$ cat src/rtl/board_pkg.sv
// Default board geometry, tile index type and move FSM state encoding shared by
// player_move_ctrl and tile_to_xy.
package board_pkg;
  localparam int DEFAULT_COLS        = 8;
  localparam int DEFAULT_ROWS        = 4;
  localparam int DEFAULT_TILE_W      = 32;
  localparam int DEFAULT_TILE_H      = 32;
  localparam int DEFAULT_ORIGIN_X    = 64;
  localparam int DEFAULT_ORIGIN_Y    = 96;
  localparam int DEFAULT_STEP_FRAMES = 8;
  localparam int DEFAULT_HOP_PX      = 4;

  localparam int DEFAULT_TILE_COUNT  = DEFAULT_COLS * DEFAULT_ROWS;
  localparam int DEFAULT_IDX_W       = $clog2(DEFAULT_TILE_COUNT);

  typedef logic [DEFAULT_IDX_W-1:0] tile_idx_t;

  typedef enum logic [1:0] {IDLE, LIFT, LAND, DONE} move_state_t;
endpackage

$ cat src/rtl/tile_to_xy.sv
// Combinational tile index -> sprite top-left pixel position on the serpentine
// board (row 0 at the bottom, odd rows run right-to-left). 16x16 sprite centred.
module tile_to_xy
  import board_pkg::*;
#(
  parameter int COLS     = DEFAULT_COLS,
  parameter int ROWS     = DEFAULT_ROWS,
  parameter int TILE_W   = DEFAULT_TILE_W,
  parameter int TILE_H   = DEFAULT_TILE_H,
  parameter int ORIGIN_X = DEFAULT_ORIGIN_X,
  parameter int ORIGIN_Y = DEFAULT_ORIGIN_Y,
  parameter int IDX_W    = DEFAULT_IDX_W
) (
  input  logic [IDX_W-1:0] idx,
  output logic [9:0]       x,
  output logic [9:0]       y
);
  logic [9:0] idx_w;
  logic [9:0] row;
  logic [9:0] col_raw;
  logic [9:0] col;

  always_comb begin
    idx_w   = 10'(idx);
    row     = idx_w / 10'(COLS);
    col_raw = idx_w % 10'(COLS);
    col     = row[0] ? (10'(COLS - 1) - col_raw) : col_raw;
    x       = 10'(ORIGIN_X) + col * 10'(TILE_W) + 10'((TILE_W - 16) / 2);
    y       = 10'(ORIGIN_Y) + (10'(ROWS - 1) - row) * 10'(TILE_H) + 10'((TILE_H - 16) / 2);
  end
endmodule

$ cat src/rtl/player_move_ctrl.sv
// Player token move sequencer: one request at a time, two-phase hop per tile paced by
// frame_tick. Optional macro SHARED_TILE_OFFSET_EN splits sprites sharing a tile.
//
// Handshake: a request transfers on a clock edge where move_valid && move_ready;
// move_ready is high only in IDLE, and requests presented while busy are dropped.
module player_move_ctrl
  import board_pkg::*;
#(
  parameter int COLS        = DEFAULT_COLS,
  parameter int ROWS        = DEFAULT_ROWS,
  parameter int TILE_W      = DEFAULT_TILE_W,
  parameter int TILE_H      = DEFAULT_TILE_H,
  parameter int ORIGIN_X    = DEFAULT_ORIGIN_X,
  parameter int ORIGIN_Y    = DEFAULT_ORIGIN_Y,
  parameter int STEP_FRAMES = DEFAULT_STEP_FRAMES,
  parameter int HOP_PX      = DEFAULT_HOP_PX
) (
  input  logic       clk,
  input  logic       reset,
  input  logic       frame_tick,
  input  logic       move_valid,
  output logic       move_ready,
  input  logic       move_player,
  input  logic [3:0] move_steps,
  output logic       busy,
  output logic       move_done,
  output logic       goal_reached,
  output logic [9:0] p0_x,
  output logic [9:0] p0_y,
  output logic [9:0] p1_x,
  output logic [9:0] p1_y
);
  localparam int TILE_COUNT = COLS * ROWS;
  localparam int LAST       = TILE_COUNT - 1;
  localparam int IDX_W      = $clog2(TILE_COUNT);
  localparam int SW         = (IDX_W > 4) ? IDX_W : 4;
  localparam int HALF       = STEP_FRAMES / 2;
  localparam int FW         = (HALF > 1) ? $clog2(HALF) : 1;
  localparam logic [9:0] RST_X = 10'(ORIGIN_X + (TILE_W - 16) / 2);
  localparam logic [9:0] RST_Y = 10'(ORIGIN_Y + (ROWS - 1) * TILE_H + (TILE_H - 16) / 2);

  move_state_t      state, state_next;
  logic [IDX_W-1:0] idx0, idx1, mover_idx, req_idx;
  logic             mover;
  logic [SW-1:0]    steps_left, remaining, clamp;
  logic [FW-1:0]    frame_cnt;
  logic             accept, phase_end;
  logic [9:0]       x0, y0, x1, y1;
  logic [9:0]       x0_o, y0_o, x1_o, y1_o;

  assign accept    = move_valid && move_ready;
  assign phase_end = frame_tick && (frame_cnt == FW'(HALF - 1));
  assign mover_idx = mover ? idx1 : idx0;
  assign req_idx   = move_player ? idx1 : idx0;
  assign remaining = SW'(LAST) - SW'(req_idx);
  assign clamp     = (SW'(move_steps) > remaining) ? remaining : SW'(move_steps);

  always_ff @(posedge clk) begin
    if (reset) state <= IDLE;
    else       state <= state_next;
  end

  always_comb begin
    state_next = state;
    case (state)
      IDLE: if (accept) state_next = (clamp != '0) ? LIFT : DONE;
      LIFT: if (phase_end) state_next = LAND;
      LAND: if (phase_end) state_next = (steps_left > SW'(1)) ? LIFT : DONE;
      DONE: state_next = IDLE;
      default: state_next = IDLE;
    endcase
  end

  always_comb begin
    move_ready   = (state == IDLE);
    busy         = (state != IDLE);
    move_done    = (state == DONE);
    goal_reached = (state == DONE) && (mover_idx == IDX_W'(LAST));
  end

  // Frame counter restarts on every phase change, so the accept-cycle tick is ignored.
  always_ff @(posedge clk) begin
    if (reset) begin
      idx0       <= '0;
      idx1       <= '0;
      mover      <= 1'b0;
      steps_left <= '0;
      frame_cnt  <= '0;
    end else begin
      if (state != state_next)
        frame_cnt <= '0;
      else if (frame_tick && (state == LIFT || state == LAND))
        frame_cnt <= frame_cnt + FW'(1);
      if (accept) begin
        mover      <= move_player;
        steps_left <= clamp;
      end
      if (state == LIFT && phase_end) begin
        if (mover) idx1 <= idx1 + IDX_W'(1);
        else       idx0 <= idx0 + IDX_W'(1);
      end
      if (state == LAND && phase_end)
        steps_left <= steps_left - SW'(1);
    end
  end

  tile_to_xy #(
    .COLS(COLS), .ROWS(ROWS), .TILE_W(TILE_W), .TILE_H(TILE_H),
    .ORIGIN_X(ORIGIN_X), .ORIGIN_Y(ORIGIN_Y), .IDX_W(IDX_W)
  ) u_xy0 (.idx(idx0), .x(x0), .y(y0));

  tile_to_xy #(
    .COLS(COLS), .ROWS(ROWS), .TILE_W(TILE_W), .TILE_H(TILE_H),
    .ORIGIN_X(ORIGIN_X), .ORIGIN_Y(ORIGIN_Y), .IDX_W(IDX_W)
  ) u_xy1 (.idx(idx1), .x(x1), .y(y1));

  always_comb begin
    y0_o = y0 - ((state == LIFT && !mover) ? 10'(HOP_PX) : 10'd0);
    y1_o = y1 - ((state == LIFT &&  mover) ? 10'(HOP_PX) : 10'd0);
`ifdef SHARED_TILE_OFFSET_EN
    if (idx0 == idx1) begin
      x0_o = x0 - 10'd4;
      x1_o = x1 + 10'd8;
    end else begin
      x0_o = x0;
      x1_o = x1;
    end
`else
    x0_o = x0;
    x1_o = x1;
`endif
  end

  always_ff @(posedge clk) begin
    if (reset) begin
`ifdef SHARED_TILE_OFFSET_EN
      p0_x <= RST_X - 10'd4;
      p1_x <= RST_X + 10'd8;
`else
      p0_x <= RST_X;
      p1_x <= RST_X;
`endif
      p0_y <= RST_Y;
      p1_y <= RST_Y;
    end else begin
      p0_x <= x0_o;
      p0_y <= y0_o;
      p1_x <= x1_o;
      p1_y <= y1_o;
    end
  end
endmodule

$ cat config.mk
export PLATFORM = sky130hd
export DESIGN_NAME = player_move_ctrl
export DESIGN_NICKNAME = d
export VERILOG_FILES = /design/src/rtl/board_pkg.sv /design/src/rtl/tile_to_xy.sv /design/src/rtl/player_move_ctrl.sv
export SDC_FILE = /design/constraint.sdc
export NUM_CORES = 1
export LEC_CHECK = 0
export CAP_MARGIN = 10
export CORE_ASPECT_RATIO = 1.4
export CORE_MARGIN = 8
export CORE_UTILIZATION = 34
export CTS_BUF_LIST = sky130_fd_sc_hd__clkbuf_4 sky130_fd_sc_hd__clkbuf_8 sky130_fd_sc_hd__clkbuf_16
export DETAILED_ROUTE_END_ITERATION = 7
export SLEW_MARGIN = 40
export SYNTH_ARGS = -nofsm -noshare
export SYNTH_HDL_FRONTEND = slang
export SYNTH_SLANG_ARGS = --single-unit
export TNS_END_PERCENT = 100
$ cat constraint.sdc
create_clock -name clk -period 6 [get_ports clk]
set_clock_uncertainty 0.1 [all_clocks]
set_input_delay 1.8 -clock clk [delete_from_list [all_inputs] [get_ports clk]]
set_output_delay 1.8 -clock clk [all_outputs]
set_load 0.05 [all_outputs]
* Word-level counts from Yosys, hierarchy flattened
Cells that the tools add are included. Widths: inputs -> output; s select.
Word-level totals: input port bits 9, register bits 60, output and inout port bits 44, word-level logic and storage cells 70
Operators by class: multiplexer cells 15, add/subtract/negate cells 19, equal/unequal tests 6, reduce and logical (&&, ||, !) cells 17, order comparisons 2, bitwise gates (word level) 1
Operators by type and width (number):
- $add 10x4->10 const B | 4
- $add 7x10->10 const A | 4
- $mux 5 | 7
- $sub 10x3->10 | 2
- $add 5x1->5 const B | 2
- $mux 2 | 5
- $logic_and 1x1->1 | 8
- $pmux 2 s4 | 1
- $sub 3x3->4 const A | 2
- $eq 2x2->1 const B | 3
- $mux 3 | 2
- $sub 2x2->3 const A | 2
- $eq 5x5->1 const B | 1
- $gt 4x5->1 | 1
- $gt 5x1->1 const B | 1
- $reduce_bool 5->1 | 1
- $sub 5x1->5 const B | 1
- $sub 5x5->5 const A | 1
- $reduce_and 2->1 | 2
- $reduce_bool 2->1 | 2
- $add 2x1->2 const B | 1
- $eq 2x1->1 const B | 1
- $logic_not 2->1 | 1
- $ne 2x2->1 | 1
- other kinds (4) | 4

* Longest topological paths before layout
Gate-level depths: netlist of run 1.
word-level depth 10, depth in mapped cells 9, mapped depth without buffers 8

* By module
A second synthesis of run 1 with hierarchy kept.
Second synthesis, totals: cell total of the unflattened synthesis 326, area, all modules 2969.1 µm²
By module, submodules not included:
- player_move_ctrl | times used 1, sequential area each 1201.2 µm², area each 2608.8 µm², cells an instance 278
- tile_to_xy | times used 2, sequential area each 0.0 µm², area each 180.2 µm², cells an instance 24

* Worst setup path after synthesis of run 1
OpenSTA, ideal clock, no wires.
path type in2reg, from in move_player, to reg steps_left[0], stages 9, setup time 0.128 ns, slack 2.142 ns, required time 5.772 ns, buffers on the path 1, arrival time 3.631 ns, path through buf_6 > mux2_2 > ha_1 > nor2b_1 > o211ai_1 > a21oi_4 > mux2_2 > a221oi_1 > nor2_1
On the way: cells in the longest elaborated chain, start to end 6
RTL lines:
- start: declaration | RTL line player_move_ctrl.sv:23 | input logic move_player,
- $mux 5 * | RTL line player_move_ctrl.sv:54 | assign req_idx = move_player ? idx1 : idx0;
- $sub 5x5->5 * | RTL line player_move_ctrl.sv:55 | assign remaining = SW'(LAST) - SW'(req_idx);
- $gt 4x5->1 | RTL line player_move_ctrl.sv:56 | assign clamp = (SW'(move_steps) > remaining) ? remaining : SW'(move_steps);
- $mux 5 * | RTL line player_move_ctrl.sv:56
- $mux 5 * | RTL line player_move_ctrl.sv:94 | if (accept) begin
- $mux 5 * | RTL line player_move_ctrl.sv:102 | if (state == LAND && phase_end)
- end signal: assignment | RTL line player_move_ctrl.sv:96 | steps_left <= clamp;
- end signal: assignment | RTL line player_move_ctrl.sv:103 | steps_left <= steps_left - SW'(1);
- end: declaration | RTL line player_move_ctrl.sv:45 | logic [SW-1:0] steps_left, remaining, clamp;
Mark *: on every way between the ends. The rest lies on a longest branch, timed or not. The select of a mux whose other input is x is not followed. A chain may end at the register's enable or synchronous reset.

* Final worst setup path of run 1
Same ends and word-level chain as after synthesis.

==> flow_summary.json, run 1 <==
{
  "io_pins": 53,
  "diodes": 0,
  "initial_core_util_pct": 35.2,
  "start_kind": "input pin",
  "setup_slack_ns": 1.72,
  "cts_sinks": 38,
  "cp_cell_sequence": "clkdlybuf4s50_1 > mux2_2 > ha_1 > nor2b_1 > o211ai_1 > a21oi_4 > mux2_2 > a221oi_1 > nor2_1",
  "core.rowCount": 33,
  "pwr-share-seq_pct": 42.6,
  "synth_top_family_by_area": "simple AND/OR/NAND/NOR gates",
  "fin_hold_ws_ns": 0.390,
  "postCtsHoldBufs": 0,
  "avgSynthCellArea_sq_um": 8.92,
  "synth_mux_area_share_pct": 6.50,
  "synthAdderAreaFrac_pct": 11.4,
  "dp.cells": 322,
  "cts_buffer_depth": 2,
  "r2r_start": "idx0[3]",
  "min_period_over_period_pct": 71.3,
  "synth_top_area_share_pct": 36.6,
  "slew_viol_final": 0,
  "grt_pass1_wl_um": 6960,
  "grt_max_degree": 37,
  "critPathSlowestCell": "clkdlybuf4s50_1",
  "cts_resized": 0,
  "required_ns": 6.07,
  "routed_wl_um": 4200,
  "maxCapViolCount": 0,
  "die_area_sq_um": 8910,
  "met2_usage_pct": 17.8,
  "min_to": "steps_left[4]",
  "fp.dieH_um": 109,
  "rsz0062_at_grt": "false",
  "use_met1_pct": 10.3,
  "worstRegToRegCells": 7,
  "vias": 1527,
  "post_drt_wl_per_cell_um": 12.8,
  "synthArstFlopShare_pct": 0,
  "post-route-min-period_ns": 4.28,
  "finalInstanceArea_sq_um": 2420,
  "drive_gt1_share_pct": 5.02,
  "htreeDepth": 2,
  "fin_nets": 287,
  "slowest_delay_ns": 0.65,
  "syn_area_sq_um": 2080,
  "yosysWarningCount": 0,
  "ys_ff_latch": 38,
  "worst-path-max-fanout": 7,
  "busiest_layer": "met2",
  "chipWidth_um": 82.1,
  "cts-root-buf": "clkbuf_8",
  "dr.pass1.iters": 4,
  "seq_area_frac_synth_pct": 36.6,
  "critPathKind": "input pin to register",
  "synth-simple-area-share_pct": 16.5,
  "dp_hpwl_um": 3330,
  "place_congestion": 0.888,
  "synth-edff-count": 0,
  "core-area_sq_um": 5900,
  "worst_pin_slew_ns": 0.515,
  "syn_to_final_growth_pct": 16.3,
  "p_sw_share_pct": 37.7,
  "powerDensity_nw_per_um2": 275,
  "postCtsSetupBuffers": 0,
  "synth_xor_area_share_pct": 5.90,
  "grt_pass1_vias": 1489,
  "viasPerCell": 4.64,
  "clock_latency_ns": 0.29,
  "synth_top_cell_by_area": "dfxtp_1",
  "final_cell_count_no_fill": 329,
  "peakVddDrop_v": 0.000120,
  "power.share.combinational_pct": 32.8,
  "r2r-end": "steps_left[0]",
  "hp-class": "register to register",
  "synthDistinctLibCells": 39,
  "gr-total-overflow": 0,
  "drc": 0,
  "p_int_w": 0.000414,
  "yosys_most_used_dff": "dfxtp_1",
  "setup_violations": 0,
  "max_freq_mhz": 234,
  "synthCells": 233,
  "antenna_found_initial": 0,
  "post-place-ws_ns": 1.40,
  "grt_use_total_pct": 9.97,
  "p_leak_nw": 1.05,
  "synth_compound_area_share_pct": 10.4,
  "p_switching_w": 0.000250,
  "ant_nets": 0,
  "synth_area_leaders": "dfxtp_1 37%, ha_1 11%, buf_4 7.9%",
  "cts_tree": "done",
  "arrival_ns": 4.35,
  "holdPathStages": 1,
  "rrSetupSlack_ns": 3.57,
  "clockPowerShare_pct": 24.6,
  "min_from": "steps_left[4]",
  "placed_cell_area_sq_um": 2340,
  "status": "complete, no violations",
  "endpoint_kind": "register",
  "cpMostUsedCell": "mux2_2",
  "dr.first_iter.drc_count": 72,
  "clk_pin_slew_ns": 0.07,
  "port_buffers": 30,
  "tns_ns": 0,
  "slew_headroom_pct": 65.6,
  "use_met3_pct": 3.07,
  "hold_viol": 0,
  "numCtsBuffers": 5
}
power by group through the flow:
stage / sequential (W) / clock, W / combinational, W
floorplan: 0.000295 / 0 / 0.000170
global placement: 0.000288 / 0 / 0.000216
detailed placement: 0.000289 / 0 / 0.000218
CTS: 0.000283 / 0.000170 / 0.000219
global route: 0.000285 / 0.000185 / 0.000237
finish: 0.000283 / 0.000164 / 0.000218
metal layers:
layer	vias to the layer above	wire (um)
met5	-	0
met4	0	82
met3	8	260
met2	43	2170
met1	687	1680
li1	789	-
cell usage in the layout, fill, tap and decap left out, types with 5 or more instances in the layout:
master and n:
nand2b_1 7, xor2_1 10, nand2_1 14, clkbuf_8 5
inv_1 12, ha_1 19, clkdlybuf4s50_1 30, mux2i_1 9
dfxtp_1 38, nand3_1 5, a21oi_1 9, conb_1 22
nor2b_1 7, nor2_1 25
flip-flops by register name, summed over array words and instances, names as in the netlist:
register	cells
frame_cnt	2
p1_x	4
steps_left	5
state	2
p0_y	5
idx0	5
p1_y	5
mover	1
p0_x	4
idx1	5
Yosys cell counts (3+ instances only):
cell type and count:
a211oi_1 4, a21oi_1 9, a31oi_1 3, and3_1 3
buf_4 22, clkbuf_1 8, dfxtp_1 38, ha_1 19
inv_1 12, mux2_2 4, mux2i_1 9, nand2_1 14
nand2b_1 7, nand3_1 5, nor2_1 25, nor2b_1 7
o21ai_0 4, o22ai_1 3, xnor2_1 4, xor2_1 10
worst max-delay path, delay by kind of cell:
kind                       cells  cell delay (ns)
and+or+nand+nor                2             0.20
buffers and inverters          1             0.65
muxes                          2             0.75
AOI/OAI and AO/OA              3             0.67
adders and majority gates      1             0.29
kinds of logic (layout without fill, tap and decap cells):
family                   count (synthesis)  count (layout)
AO/OA/AOI/OAI                           32              32
flip-flops                              38              38
AND/OR/NAND/NOR                         71              71
adder cells (fa/ha/maj)                 19              19
buffers and inverters                   44              50
other                                    2              22
XOR/XNOR                                14              14
multiplexers                            13              13
final cells by class:
| type | count | area [sq um] |
|---|---|---|
| clock buffers | 5 | 68.8 |
| clock inverters | 2 | 10.0 |
| fillers | 621 | 3490 |
| inverters | 12 | 45.0 |
| multi-input cells | 171 | 1140 |
| flip-flops and latches | 38 | 761 |
| well taps | 70 | 87.6 |
| repair buffers | 31 | 308 |
metrics by stage:
stage / total power, W / utilization [%]
after floorplan: 0.000465 / -
after global placement: 0.000504 / 39.6
after detailed placement: 0.000506 / 39.6
after CTS: 0.000672 / 40.9
after global routing: 0.000707 / 40.9
final: 0.000664 / 40.9
worst max-delay path by stage:
stage                      startpoint             to  slack, ns
after floorplan           move_player  steps_left[0]       2.14
after global routing      move_player   frame_cnt[0]       1.58
after detailed placement  move_player  steps_left[0]       1.40
after global placement    move_player  steps_left[0]       1.48
after CTS                 move_player  steps_left[0]       1.72
final                     move_player  steps_left[0]       1.72
Note: power is estimated with default switching activity, not from simulation.
==> run 2, diff against run 1 <==
==> constraint.sdc (replaced) <==
create_clock -name clk -period 3.55 [get_ports clk]
set_clock_uncertainty 0.1 [all_clocks]
set_input_delay 1.065 -clock clk [delete_from_list [all_inputs] [get_ports clk]]
set_output_delay 1.065 -clock clk [all_outputs]
set_load 0.05 [all_outputs]
==> run 2 against run 1 <==
- count of clock-buffer cells in the layout rose by 2
- register-to-register slack got worse by 2.4 ns
- wire length fell by 0.69%
- non-clock buffer count rose by 2
- cell count rose by 0.91%
- combinational power rose by 71%
- critical path depth did not move
- sequential cell count did not move
- final area rose by 1.8%
- worst setup slack got worse by 1.6 ns
- sequential share of layout area fell by 0.56 points
- largest power group unchanged
- highest routed layer unchanged
==> flow_summary.json, run 2 (synthesized netlist as in run 1, its figures left out) <==
{
  "fin_nets": 289,
  "min_period_over_period_pct": 97.5,
  "postLayoutCoreUtil_pct": 41.7,
  "post-route-min-period_ns": 3.46,
  "endpoint_kind": "register",
  "peakVddDrop_v": 0.000258,
  "core.rowCount": 33,
  "io_pins": 53,
  "diodes": 0,
  "fp.dieH_um": 109,
  "grt_max_degree": 26,
  "p_leak_nw": 1.07,
  "critPathKind": "input pin to register",
  "cts_sinks": 38,
  "grt_pass1_wl_um": 7140,
  "drc": 0,
  "maxCapViolCount": 0,
  "max_freq_mhz": 289,
  "required_ns": 3.62,
  "viasPerCell": 4.73,
  "worst-path-max-fanout": 4,
  "htreeDepth": 2,
  "dp_hpwl_um": 3310,
  "worst_pin_slew_ns": 0.513,
  "rsz0062_at_grt": "true",
  "die_area_sq_um": 8910,
  "drive_gt1_share_pct": 6.49,
  "dr.first_iter.drc_count": 89,
  "ant_nets": 0,
  "powerDensity_nw_per_um2": 471,
  "place_congestion": 0.886,
  "postCtsSetupBuffers": 0,
  "routed_wl_um": 4170,
  "numCtsBuffers": 5,
  "grt_use_total_pct": 10.1,
  "r2r_start": "idx1[1]",
  "mostFrequentLayoutCells": "38 x dfxtp_1, 30 x clkdlybuf4s50_1, 25 x nor2_1",
  "chipWidth_um": 82.1,
  "cts_buffer_depth": 2,
  "grt_pass1_vias": 1631,
  "clk_pin_slew_ns": 0.07,
  "slew_viol_final": 0,
  "layout_commonest_cell": "dfxtp_1",
  "clock_latency_ns": 0.29,
  "gr-total-overflow": 0,
  "start_kind": "input pin",
  "port_buffers": 30,
  "min_from": "steps_left[4]",
  "slew_headroom_pct": 65.7,
  "post_drt_wl_per_cell_um": 12.6,
  "antenna_found_initial": 0,
  "syn_to_final_growth_pct": 18.4,
  "initial_core_util_pct": 35.2,
  "dr.pass1.iters": 4,
  "arrival_ns": 3.53,
  "core-area_sq_um": 5900,
  "status": "complete, no violations",
  "fin_hold_ws_ns": 0.382,
  "startpoint": "move_player",
  "setup_violations": 0,
  "cts-root-buf": "clkbuf_8",
  "cts_tree": "done",
  "hold_viol": 0,
  "hp-class": "register to register",
  "vias": 1569
}
run 2: changes by cell type in the layout (fill, tap and decap cells not counted), sizes merged:
cell / delta
buf: +2
clkbuf: +2
clkinv: -1
run 2: worst max-delay path, cell delays in order:
cell	delay, ns
clkdlybuf4s50_1	0.57
mux2_2	0.37
ha_1	0.30
nor2b_1	0.17
o211ai_1	0.14
a21oi_4	0.23
mux2_2	0.36
a221oi_1	0.26
nor2_1	0.06
run 2: timing repair:
action                                  4_1_cts  5_1_grt
gates resized for setup                       0        2
hold buffers                                  0        0
endpoints found under the setup margin        0        2
run 2: worst paths after layout:
| path | to | slack, ns | cells after the start |
|---|---|---|---|
| max | steps_left[0] | 0.09 | 9 |
| min reg2reg | steps_left[4] | 0.38 | 1 |
| max reg2reg | steps_left[0] | 1.14 | 8 |
| min | steps_left[4] | 0.38 | 1 |
run 2: area by class of cell:
class,count,area [sq um]
repair buffers,33,323
clock inverters,1,5.00
multi-input cells,171,1150
flip-flops and latches,38,761
well taps,70,87.6
fillers,609,3440
inverters,12,45.0
clock buffers,7,90.1
run 2: power by group:
| part | total (W) | switching (W) | internal [W] |
|---|---|---|---|
| logic | 0.000372 | 0.000252 | 0.000120 |
| clock network | 0.000307 | 0.000143 | 0.000164 |
| registers | 0.000478 | 0.0000277 | 0.000451 |
run 2: per-layer routing:
| layer | global-route usage, % | vias to the layer above | share of wire [%] |
|---|---|---|---|
| met3 | 3.41 | 7 | 5.5 |
| met2 | 18.4 | 42 | 52 |
| met4 | 3.90 | 0 | 1.7 |
| met1 | 10.2 | 723 | 40 |
| met5 | 0 | - | 0 |
| li1 | - | 797 | - |
run 2: through the flow:
stage	instance area (sq um)	setup slack (ns)	power, W	TNS [ns]	std cells
2_1_floorplan	2150	0.427	0.000787	0	253
3_5_place_dp	2350	-0.203	0.000854	-0.565	324
6_report	2460	0.0873	0.00116	0	332
5_1_grt	2460	-0.00587	0.00123	-0.00587	332
3_3_place_gp	2350	-0.105	0.000853	-0.257	324
4_1_cts	2450	0.0980	0.00117	0	332
==> run 3, diff against run 2 <==
--- a/config.mk
+++ b/config.mk
@@ -6,7 +6,7 @@
 export NUM_CORES = 1
 export LEC_CHECK = 0
 export CAP_MARGIN = 10
-export CORE_ASPECT_RATIO = 1.4
+export CORE_ASPECT_RATIO = 0.7
 export CORE_MARGIN = 8
 export CORE_UTILIZATION = 34
 export CTS_BUF_LIST = sky130_fd_sc_hd__clkbuf_4 sky130_fd_sc_hd__clkbuf_8 sky130_fd_sc_hd__clkbuf_16
==> run 3 against run 2 <==
- sequential power about the same
- largest cell class unchanged
- register-to-register slack about the same
- via count up 0.89%
==> flow_summary.json, run 3 (synthesized netlist as in run 1, its figures left out) <==
{
  "die_area_sq_um": 8910,
  "cts_tree": "done",
  "cts_sinks": 38,
  "endpoint": "steps_left[0]",
  "postCtsSetupBuffers": 0,
  "powerDensity_nw_per_um2": 489,
  "syn_to_final_growth_pct": 20.8,
  "finalInstanceArea_sq_um": 2510,
  "path_delay_family": "multiplexers",
  "cts_buffer_depth": 2,
  "cp.depth": 9,
  "fp.dieH_um": 81.4,
  "dr.pass1.iters": 4,
  "grt_pass1_vias": 1516,
  "rsz0062_at_grt": "false",
  "grt_max_degree": 25,
  "slew_viol_final": 0,
  "post_drt_wl_per_cell_um": 12.8,
  "worst-path-max-fanout": 4,
  "cts-root-buf": "clkbuf_8",
  "min_period_over_period_pct": 96.3,
  "slowest_delay_ns": 0.56,
  "r2r-end": "steps_left[0]",
  "postCtsHoldBufs": 0,
  "grt_use_total_pct": 10.3,
  "routed_wl_um": 4390,
  "layout_commonest_cell": "dfxtp_1",
  "placed_cell_area_sq_um": 2400,
  "viasPerCell": 4.63,
  "start_kind": "input pin",
  "cp_cell_sequence": "clkdlybuf4s50_1 > mux2_2 > ha_1 > nor2b_1 > o211ai_1 > a21oi_4 > mux2_2 > a221oi_1 > nor2_1",
  "worst_pin_slew_ns": 0.522,
  "vias": 1583,
  "critPathKind": "input pin to register",
  "dr.first_iter.drc_count": 52,
  "hold_viol": 0,
  "cts_resized": 0,
  "port_buffers": 30,
  "core.rowCount": 23,
  "p_leak_nw": 1.10,
  "fin_nets": 294,
  "timing.critical_path.buf_inv": 1,
  "drive_gt1_share_pct": 7.87,
  "grt_pass1_wl_um": 7140,
  "drc": 0,
  "dp_hpwl_um": 3480,
  "core-area_sq_um": 5810,
  "hp-class": "register to register",
  "slew_headroom_pct": 65.1,
  "numCtsBuffers": 5,
  "post-route-min-period_ns": 3.42,
  "setup_violations": 0,
  "endpoint_kind": "register",
  "r2r_start": "idx0[3]",
  "startpoint": "move_player",
  "io_pins": 53,
  "htreeDepth": 2,
  "diodes": 0,
  "max_freq_mhz": 293,
  "rrSetupSlack_ns": 1.14,
  "tns_ns": 0,
  "maxCapViolCount": 0,
  "worstRegToRegCells": 8,
  "clock_latency_ns": 0.29,
  "ant_nets": 0,
  "gr-total-overflow": 0,
  "chipWidth_um": 109,
  "required_ns": 3.62,
  "mostFrequentLayoutCells": "38 x dfxtp_1, 30 x clkdlybuf4s50_1, 25 x nor2_1",
  "clk_pin_slew_ns": 0.07,
  "critPathSlowestCell": "clkdlybuf4s50_1",
  "cpMostUsedCell": "mux2_2",
  "arrival_ns": 3.48,
  "place_congestion": 0.825,
  "initial_core_util_pct": 35.8,
  "antenna_found_initial": 0,
  "status": "complete, no violations",
  "peakVddDrop_v": 0.000179
}
## run 3: metrics by stage
step / power [W] / std cells / hold slack, ns / setup WS [ns] / utilization, %
after floorplan: 0.000787 / 253 / 0.339 / 0.427 / -
after global placement: 0.000860 / 334 / 0.361 / -0.0536 / 41.2
final: 0.00123 / 342 / 0.374 / 0.133 / 43.2
after CTS: 0.00124 / 342 / 0.378 / 0.130 / 43.2
after global routing: 0.00130 / 342 / 0.407 / 0.0136 / 43.2
after detailed placement: 0.000862 / 334 / 0.363 / -0.177 / 41.2
## run 3: worst register-to-register path: stages, from the launching register on
cell	delay, ns
dfxtp_1	0.32
buf_4	0.17
mux2_2	0.28
ha_1	0.32
a41o_1	0.22
a21oi_4	0.16
mux2_2	0.35
a221oi_1	0.30
nor2_1	0.08
## run 3: how the worst min path moves through the flow
stage,end,slack [ns],cells after the start,from
finish,steps_left[4],0.37,1,steps_left[4]
global placement,steps_left[4],0.36,1,steps_left[4]
floorplan,steps_left[4],0.34,1,steps_left[4]
CTS,steps_left[4],0.38,1,steps_left[4]
detailed placement,steps_left[4],0.36,1,steps_left[4]
global route,steps_left[4],0.41,1,steps_left[4]
## run 3: routing by layer
metal | routed length (um) | up-vias | GRT usage, %
met1 | 2210 | 720 | 13.7
li1 | - | 812 | -
met3 | 340 | 5 | 3.44
met2 | 1780 | 46 | 14.8
met5 | 0 | - | 0
met4 | 54 | 0 | 4.43
## run 3: power breakdown
group | switching (W) | leakage [nW] | total, W | internal [W]
Sequential | 0.0000267 | 0.308 | 0.000477 | 0.000450
Clock | 0.000148 | 0.0593 | 0.000373 | 0.000226
Combinational | 0.000254 | 0.731 | 0.000378 | 0.000124
## run 3: area by class of cell
type	instances	area, sq um
clock buffers	7	83.8
clock inverters	1	30.0
fillers	605	3300
inverters	12	45.0
multi-input cells	171	1140
flip-flops and latches	38	761
well taps	75	93.8
repair buffers	38	360
